===== config.mk =====
export PLATFORM = sky130hd
export DESIGN_NAME = proc_control_unit
export DESIGN_NICKNAME = d
export VERILOG_FILES = /design/src/rtl/proc_control_unit.sv
export SDC_FILE = /design/constraint.sdc
export NUM_CORES = 1
export LEC_CHECK = 0
export CORE_ASPECT_RATIO = 1.25
export CORE_MARGIN = 1
export CORE_UTILIZATION = 47
export CTS_BUF_LIST = sky130_fd_sc_hd__clkbuf_8
export DETAILED_ROUTE_END_ITERATION = 10
export PLACE_DENSITY = 0.85
export SYNTH_ARGS = -nofsm -noshare
export SYNTH_HDL_FRONTEND = slang
export SYNTH_SLANG_ARGS = --single-unit

===== constraint.sdc =====
create_clock -name clock -period 2.25 [get_ports clock]
set_input_delay 0.45 -clock clock [delete_from_list [all_inputs] [get_ports clock]]
set_output_delay 0.45 -clock clock [all_outputs]
set_load 0.005 [all_outputs]

===== src/rtl/proc_control_unit.sv =====
// Multi-cycle sequencer for the 8-bit datapath.
// It decodes one instruction per run request, drives the register-file and ALU
// controls for the write cycle, and counts completed instructions.
module proc_control_unit #(
    parameter logic [2:0] ADD_CODE = 3'b000,
    parameter logic [2:0] SUB_CODE = 3'b001
) (
    input  logic       clock,
    input  logic       resetn,
    input  logic       run,
    input  logic [7:0] instr,
    input  logic       immValid,
    output logic [2:0] Rx,
    output logic [2:0] Ry,
    output logic [2:0] AddSub,
    output logic [1:0] destSrc,
    output logic       regWrite,
    output logic       immReq,
    output logic       busy,
    output logic       done,
    output logic [7:0] instrCount
);

    localparam logic [1:0] OpMv  = 2'b00;
    localparam logic [1:0] OpMvi = 2'b01;
    localparam logic [1:0] OpAdd = 2'b10;
    localparam logic [1:0] OpSub = 2'b11;

    localparam logic [1:0] SrcDataIn = 2'b00;
    localparam logic [1:0] SrcReg    = 2'b01;
    localparam logic [1:0] SrcAlu    = 2'b10;

    typedef enum logic [1:0] {
        StIdle,
        StExec,
        StImm
    } state_e;

    state_e     state_q, state_d;
    logic [7:0] ir_q;
    logic [7:0] count_q;
    logic [1:0] opcode;
    logic       ir_load;

    assign opcode  = ir_q[7:6];
    // Requests arriving while busy are dropped, never queued.
    assign ir_load = (state_q == StIdle) && run;

    // State, instruction register and completion counter.
    always_ff @(posedge clock or negedge resetn) begin
        if (!resetn) begin
            state_q <= StIdle;
            ir_q    <= 8'h00;
            count_q <= 8'h00;
        end else begin
            state_q <= state_d;
            if (ir_load) begin
                ir_q <= instr;
            end
            if (regWrite) begin
                count_q <= count_q + 8'd1;
            end
        end
    end

    // Next-state and write-cycle controls.
    always_comb begin
        state_d  = state_q;
        regWrite = 1'b0;
        destSrc  = SrcDataIn;
        unique case (state_q)
            StIdle: begin
                if (run) begin
                    state_d = StExec;
                end
            end
            StExec: begin
                unique case (opcode)
                    OpMv: begin
                        destSrc  = SrcReg;
                        regWrite = 1'b1;
                        state_d  = StIdle;
                    end
                    OpMvi: begin
                        // Operand not yet requested; no write in this cycle.
                        destSrc = SrcDataIn;
                        state_d = StImm;
                    end
                    OpAdd, OpSub: begin
                        destSrc  = SrcAlu;
                        regWrite = 1'b1;
                        state_d  = StIdle;
                    end
                    default: state_d = StIdle;
                endcase
            end
            StImm: begin
                destSrc = SrcDataIn;
                // Waits indefinitely for the operand.
                if (immValid) begin
                    regWrite = 1'b1;
                    state_d  = StIdle;
                end
            end
            default: state_d = StIdle;
        endcase
    end

    assign Rx         = ir_q[5:3];
    assign Ry         = ir_q[2:0];
    assign AddSub     = (opcode == OpSub) ? SUB_CODE : ADD_CODE;
    assign done       = regWrite;
    assign busy       = (state_q != StIdle);
    assign immReq     = (state_q == StImm);
    assign instrCount = count_q;

endmodule


=== Word-level counts from Yosys, hierarchy flattened ===
Index checks and enable logic that the tools add are counted.

* Multipliers: 0
* Divide/modulo/power cells: 0
* Bitwise operators: 0
* Eq/ne operators: 7
* Multiplexer cells: 10
* Shift operators: 0
* Reductions and logical operators: 7
* Order comparisons: 0
* $add $sub $neg: 1

{| class="wikitable"
|+ Operators with widths
! cell !! count
|-
| one-hot mux 2 bit (3 select lines) || 2
|-
| adder 8 x 1 -> 8 bit (second input constant) || 1
|-
| equality test 2 bit (second input constant) || 3
|-
| two-way mux 2 bit || 3
|-
| equality test 2 x 1 -> 1 bit (second input constant) || 2
|-
| zero test 2 bit || 2
|-
| != test 2 bit (second input constant) || 2
|-
| one-hot mux 2 bit (2 select lines) || 1
|-
| two-way mux 1 bit || 3
|-
| OR reduction 3 bit || 1
|-
| one-hot mux 1 bit (2 select lines) || 1
|-
| AND reduction 2 bit || 1
|-
| nonzero test 2 bit || 1
|-
| OR reduction 2 bit || 1
|-
| logical AND 1 bit || 1
|}

* Output and inout port bits: 23
* ROM bits: 0
* Logic and storage cells: 28
* Bits in registers: 18
* Bits in latches: 0
* Input bits: 12
* Memory bits (writable): 0
* Memories: 0

=== Longest topological paths before layout ===
* Depth in word-level cells: 4
* Mapped depth: 6

=== Worst setup path before layout ===
OpenSTA, ideal clock, no wires.

* Path kind: register to output
* Start point: register state_q[0]
* End point: output port regWrite
* Arrival: 1.163 ns
* Data required time: 1.800 ns
* Path slack: 0.637 ns
* Stages on the path, launching flop included: 6
* Buffers on the path: 1
* Cell sequence: dfrtp_1 > inv_1 > ha_1 > nand2_1 > o21ai_4 > buf_4

* Word-level cells in the longest chain between the ends: 2
* Elaborated cells between the ends (all ways): 3

{| class="wikitable"
|+ Ends and longest elaborated chain
! what !! line !! RTL
|-
| start, declared || 39 || <nowiki>state_e state_q, state_d;</nowiki>
|-
| start signal, assigned || 52 || <nowiki>state_q <= StIdle;</nowiki>
|-
| start signal, assigned || 56 || <nowiki>state_q <= state_d;</nowiki>
|-
| equality test 2 bit / equality test 2 x 1 -> 1 bit (equally long branches) || 71 || <nowiki>unique case (state_q)</nowiki>
|-
| one-hot mux 1 bit (2 select lines) (*) || 71 ||
|-
| end, declared || 17 || <nowiki>output logic regWrite,</nowiki>
|}

Mark *: on every way between the ends. The rest lies on a longest branch, timed or not.

=== Final worst setup path ===
* Start point: register state_q[1]
* End point: output port destSrc[1]

* Word-level cells in the longest chain between the ends: 2

{| class="wikitable"
|+ Ends and longest elaborated chain
! what !! line !! RTL
|-
| equality test 2 x 1 -> 1 bit || 71 ||
|-
| two-way mux 2 bit || 71 ||
|-
| end, declared || 16 || <nowiki>output logic [1:0] destSrc,</nowiki>
|}

Every way passes these cells.

==> impl_metrics.py <==
metrics = {
    "outcome": {
        "outcome": "complete, no violations",
    },
    "power_and_ir_drop": {
        "switching_share_pct": 31.8,
        "ir_drop_mv": 0.890,
        "p_per_area_nw_per_um2": 1340,
        "pwr-share-clk_pct": 15.1,
        "p_switching_uw": 542,
        "p_leak_nw": 0.591,
        "p_int_mw": 1.16,
        "power_frac_seq_pct": 35.0,
        "combPwrFrac_pct": 49.9,
    },
    "sta": {
        "fin_tns_setup_ns": 0,
        "fmax_mhz": 487,
        "rsz0062_at_grt": "no",
        "setup_viol": 0,
        "post-route-period-util_pct": 91.3,
        "finalMaxSlewViolations": 0,
        "min_period_ns": 2.05,
        "finalHoldViolations": 0,
        "fin_skew_ns": 0.00125,
    },
    "setup_path": {
        "worstRegToRegCells": 6,
        "cp.depth": 4,
        "cpMaxStageDelayCell": "clkdlybuf4s50_1",
        "start_kind": "flip-flop",
        "worstSetupEndpointType": "output pin",
        "path_cells": "inv_1 > ha_2 > and2_2 > clkdlybuf4s50_1",
        "crit_required_ns": 1.80,
        "crit_type": "reg -> out",
        "cpLargestDelayFamily": "buffers and inverters",
        "cpPeakStageDelay_ns": 0.49,
        "crit_path_max_fanout": 4,
        "arrival_ns": 1.60,
        "path_buf_inv": 2,
    },
    "floorplan": {
        "io_pins": 35,
        "coreArea_um2": 1790,
        "rows": 17,
        "initial_core_util_pct": 51.1,
        "die-area_um2": 2120,
        "die_x_um": 41.4,
        "die_y_um": 51.3,
    },
    "logic_synthesis": {
        "avgSynthCellArea_um2": 12.2,
        "yosysSeqAreaShare_pct": 49.4,
        "netlist_area_um2": 912,
        "yosys_warnings": 0,
        "syn_inst": 75,
        "ys_types": 20,
        "ys_ff_latch": 18,
    },
    "grt": {
        "grt-busiest-layer": "met2",
        "gr-usage-met2_pct": 26.8,
        "antenna_found_initial": 0,
        "grt_pass1_wl_mm": 2.70,
        "grt_overflow": 0,
        "grt_pass1_vias": 594,
        "grt.met1_usage_pct": 22.0,
        "use_met3_pct": 4.24,
        "grt_max_degree": 19,
        "grt_use_total_pct": 17.3,
    },
    "clock_tree": {
        "insertion_delay_ns": 0.25,
        "root_buffer": "clkbuf_8",
        "cts_max_path_buffers": 2,
        "postCtsSetupRepairBufs": 0,
        "clkTransAtPathRegs_ns": 0.06,
        "cts_max_level": 1,
        "clock-sinks": 18,
        "cts_tree": "yes",
        "cts_buffers": 3,
        "cts-hold-fix-buffers": 0,
    },
    "hold_path": {
        "whs_path_depth": 1,
        "hold_class": "reg -> reg",
    },
    "cells_and_area": {
        "layout.nets": 123,
        "syn2layout_area_growth_pct": 39.5,
        "final_layout_size_suffix_gt1_share_pct": 20.0,
        "n_antenna_cell": 0,
        "final_common_cell": "clkdlybuf4s50_1",
        "layoutNonFillerInstCount": 124,
        "layout_common_cells": "clkdlybuf4s50_1, dfrtp_1, mux2_2",
        "final_area_um2": 1270,
    },
    "route": {
        "vias": 636,
        "first_pass_iters": 4,
        "wl_per_cell_um": 13.6,
        "drc": 0,
        "antenna_left": 0,
        "drt_iter0_drc": 6,
        "wl_mm": 1.69,
        "via_per_inst": 5.13,
    },
    "job": {
        "maxCapViolations": 0,
    },
    "placement": {
        "dpl_cell_area_um2": 1210,
        "dp_hpwl_mm": 1.21,
        "dp.cells": 120,
        "io_buffers": 32,
        "gp_congestion": 0.690,
    },
}
## power by group through the flow
stage | clock network [mW] | registers, mW | logic (mW)
final | 0.258 | 0.596 | 0.849
after global routing | 0.287 | 0.614 | 0.914
after CTS | 0.272 | 0.593 | 0.866
after detailed placement | 0 | 0.594 | 0.860
after global placement | 0 | 0.585 | 0.838
after floorplan | 0 | 0.571 | 0.510
## worst paths after layout
kind                                           startpoint                   endpoint  slack [ns]
max in group asynchronous                          resetn        ir_q[3]$_DFFE_PN0P_        1.53
worst min register to register  instrCount[7]$_DFFE_PN0P_  instrCount[7]$_DFFE_PN0P_        0.48
min in group asynchronous                          resetn  instrCount[1]$_DFFE_PN0P_        0.52
worst min-delay path            instrCount[7]$_DFFE_PN0P_  instrCount[7]$_DFFE_PN0P_        0.48
worst max-delay path               state_q[1]$_DFFE_PN0P_                 destSrc[1]        0.20
worst max register to register     state_q[0]$_DFFE_PN0P_  instrCount[1]$_DFFE_PN0P_        0.63
## cell usage after synthesis
master	n	area (um2)
conb_1	1	3.75
inv_1	4	15.0
nor3b_1	1	7.51
buf_4	9	67.6
nand4_1	3	18.8
o22ai_1	1	6.26
nand3_1	3	15.0
xnor2_1	6	52.6
and3_1	2	12.5
xor2_1	1	8.76
o21ai_0	1	5.00
ha_1	5	62.6
mux2_2	10	113
and2_2	2	15.0
nand2_1	4	15.0
and2_1	1	6.26
nand3b_1	1	7.51
o21ai_4	1	16.3
dfrtp_1	18	450
nor2b_4	1	13.8
## routing by layer
| layer | up-vias | part of all wire (%) |
|---|---|---|
| met5 | - | 0 |
| met2 | 16 | 53 |
| li1 | 300 | - |
| met1 | 316 | 41 |
| met3 | 4 | 4.0 |
| met4 | 0 | 1.1 |
## through the flow
step	power, mW	util [%]	setup WS, ns	hold WS (ns)
6_report	1.70	71.2	0.196	0.480
2_1_floorplan	1.08	-	0.637	0.154
3_3_place_gp	1.42	67.6	0.124	0.461
3_5_place_dp	1.45	67.6	0.120	0.468
5_1_grt	1.82	71.2	0.141	0.517
4_1_cts	1.73	70.7	0.00113	0.481
## worst register-to-register path, cell delays in order (launching register included)
cell and delay [ns]:
dfrtp_1 0.37, inv_1 0.09, ha_1 0.30, nand2_1 0.09
o21ai_4 0.16, buf_4 0.18, mux2_2 0.33
## cells by family after synthesis
group	count (synthesis)	synth area share [%]
DFF	18	49.4
and+or+nand+nor	18	12.2
buffers and inverters	13	9.05
muxes	10	12.3
xor gates and xnor gates	7	6.72
adders and majority gates	5	6.86
AOI/OAI and AO/OA	3	3.02
other	1	0.411
## cell type report
| cell class | count | area [um2] |
|---|---|---|
| clock buffer | 4 | 55.1 |
| fill | 143 | 514 |
| inverter | 4 | 15.0 |
| multi-input combinational | 45 | 385 |
| sequential | 18 | 450 |
| tap | 19 | 23.8 |
| timing repair buffer | 34 | 343 |
## registers in the layout, summed over array words and instances (netlist names)
signal      cells
ir_q            8
state_q         2
instrCount      8
## timing repair
item / CTS / global route
endpoints found under the setup margin: 0 / 3
hold endpoints to repair: 0 / 0
resized for setup: 0 / 4
Note: power is estimated with default switching activity, not from simulation.
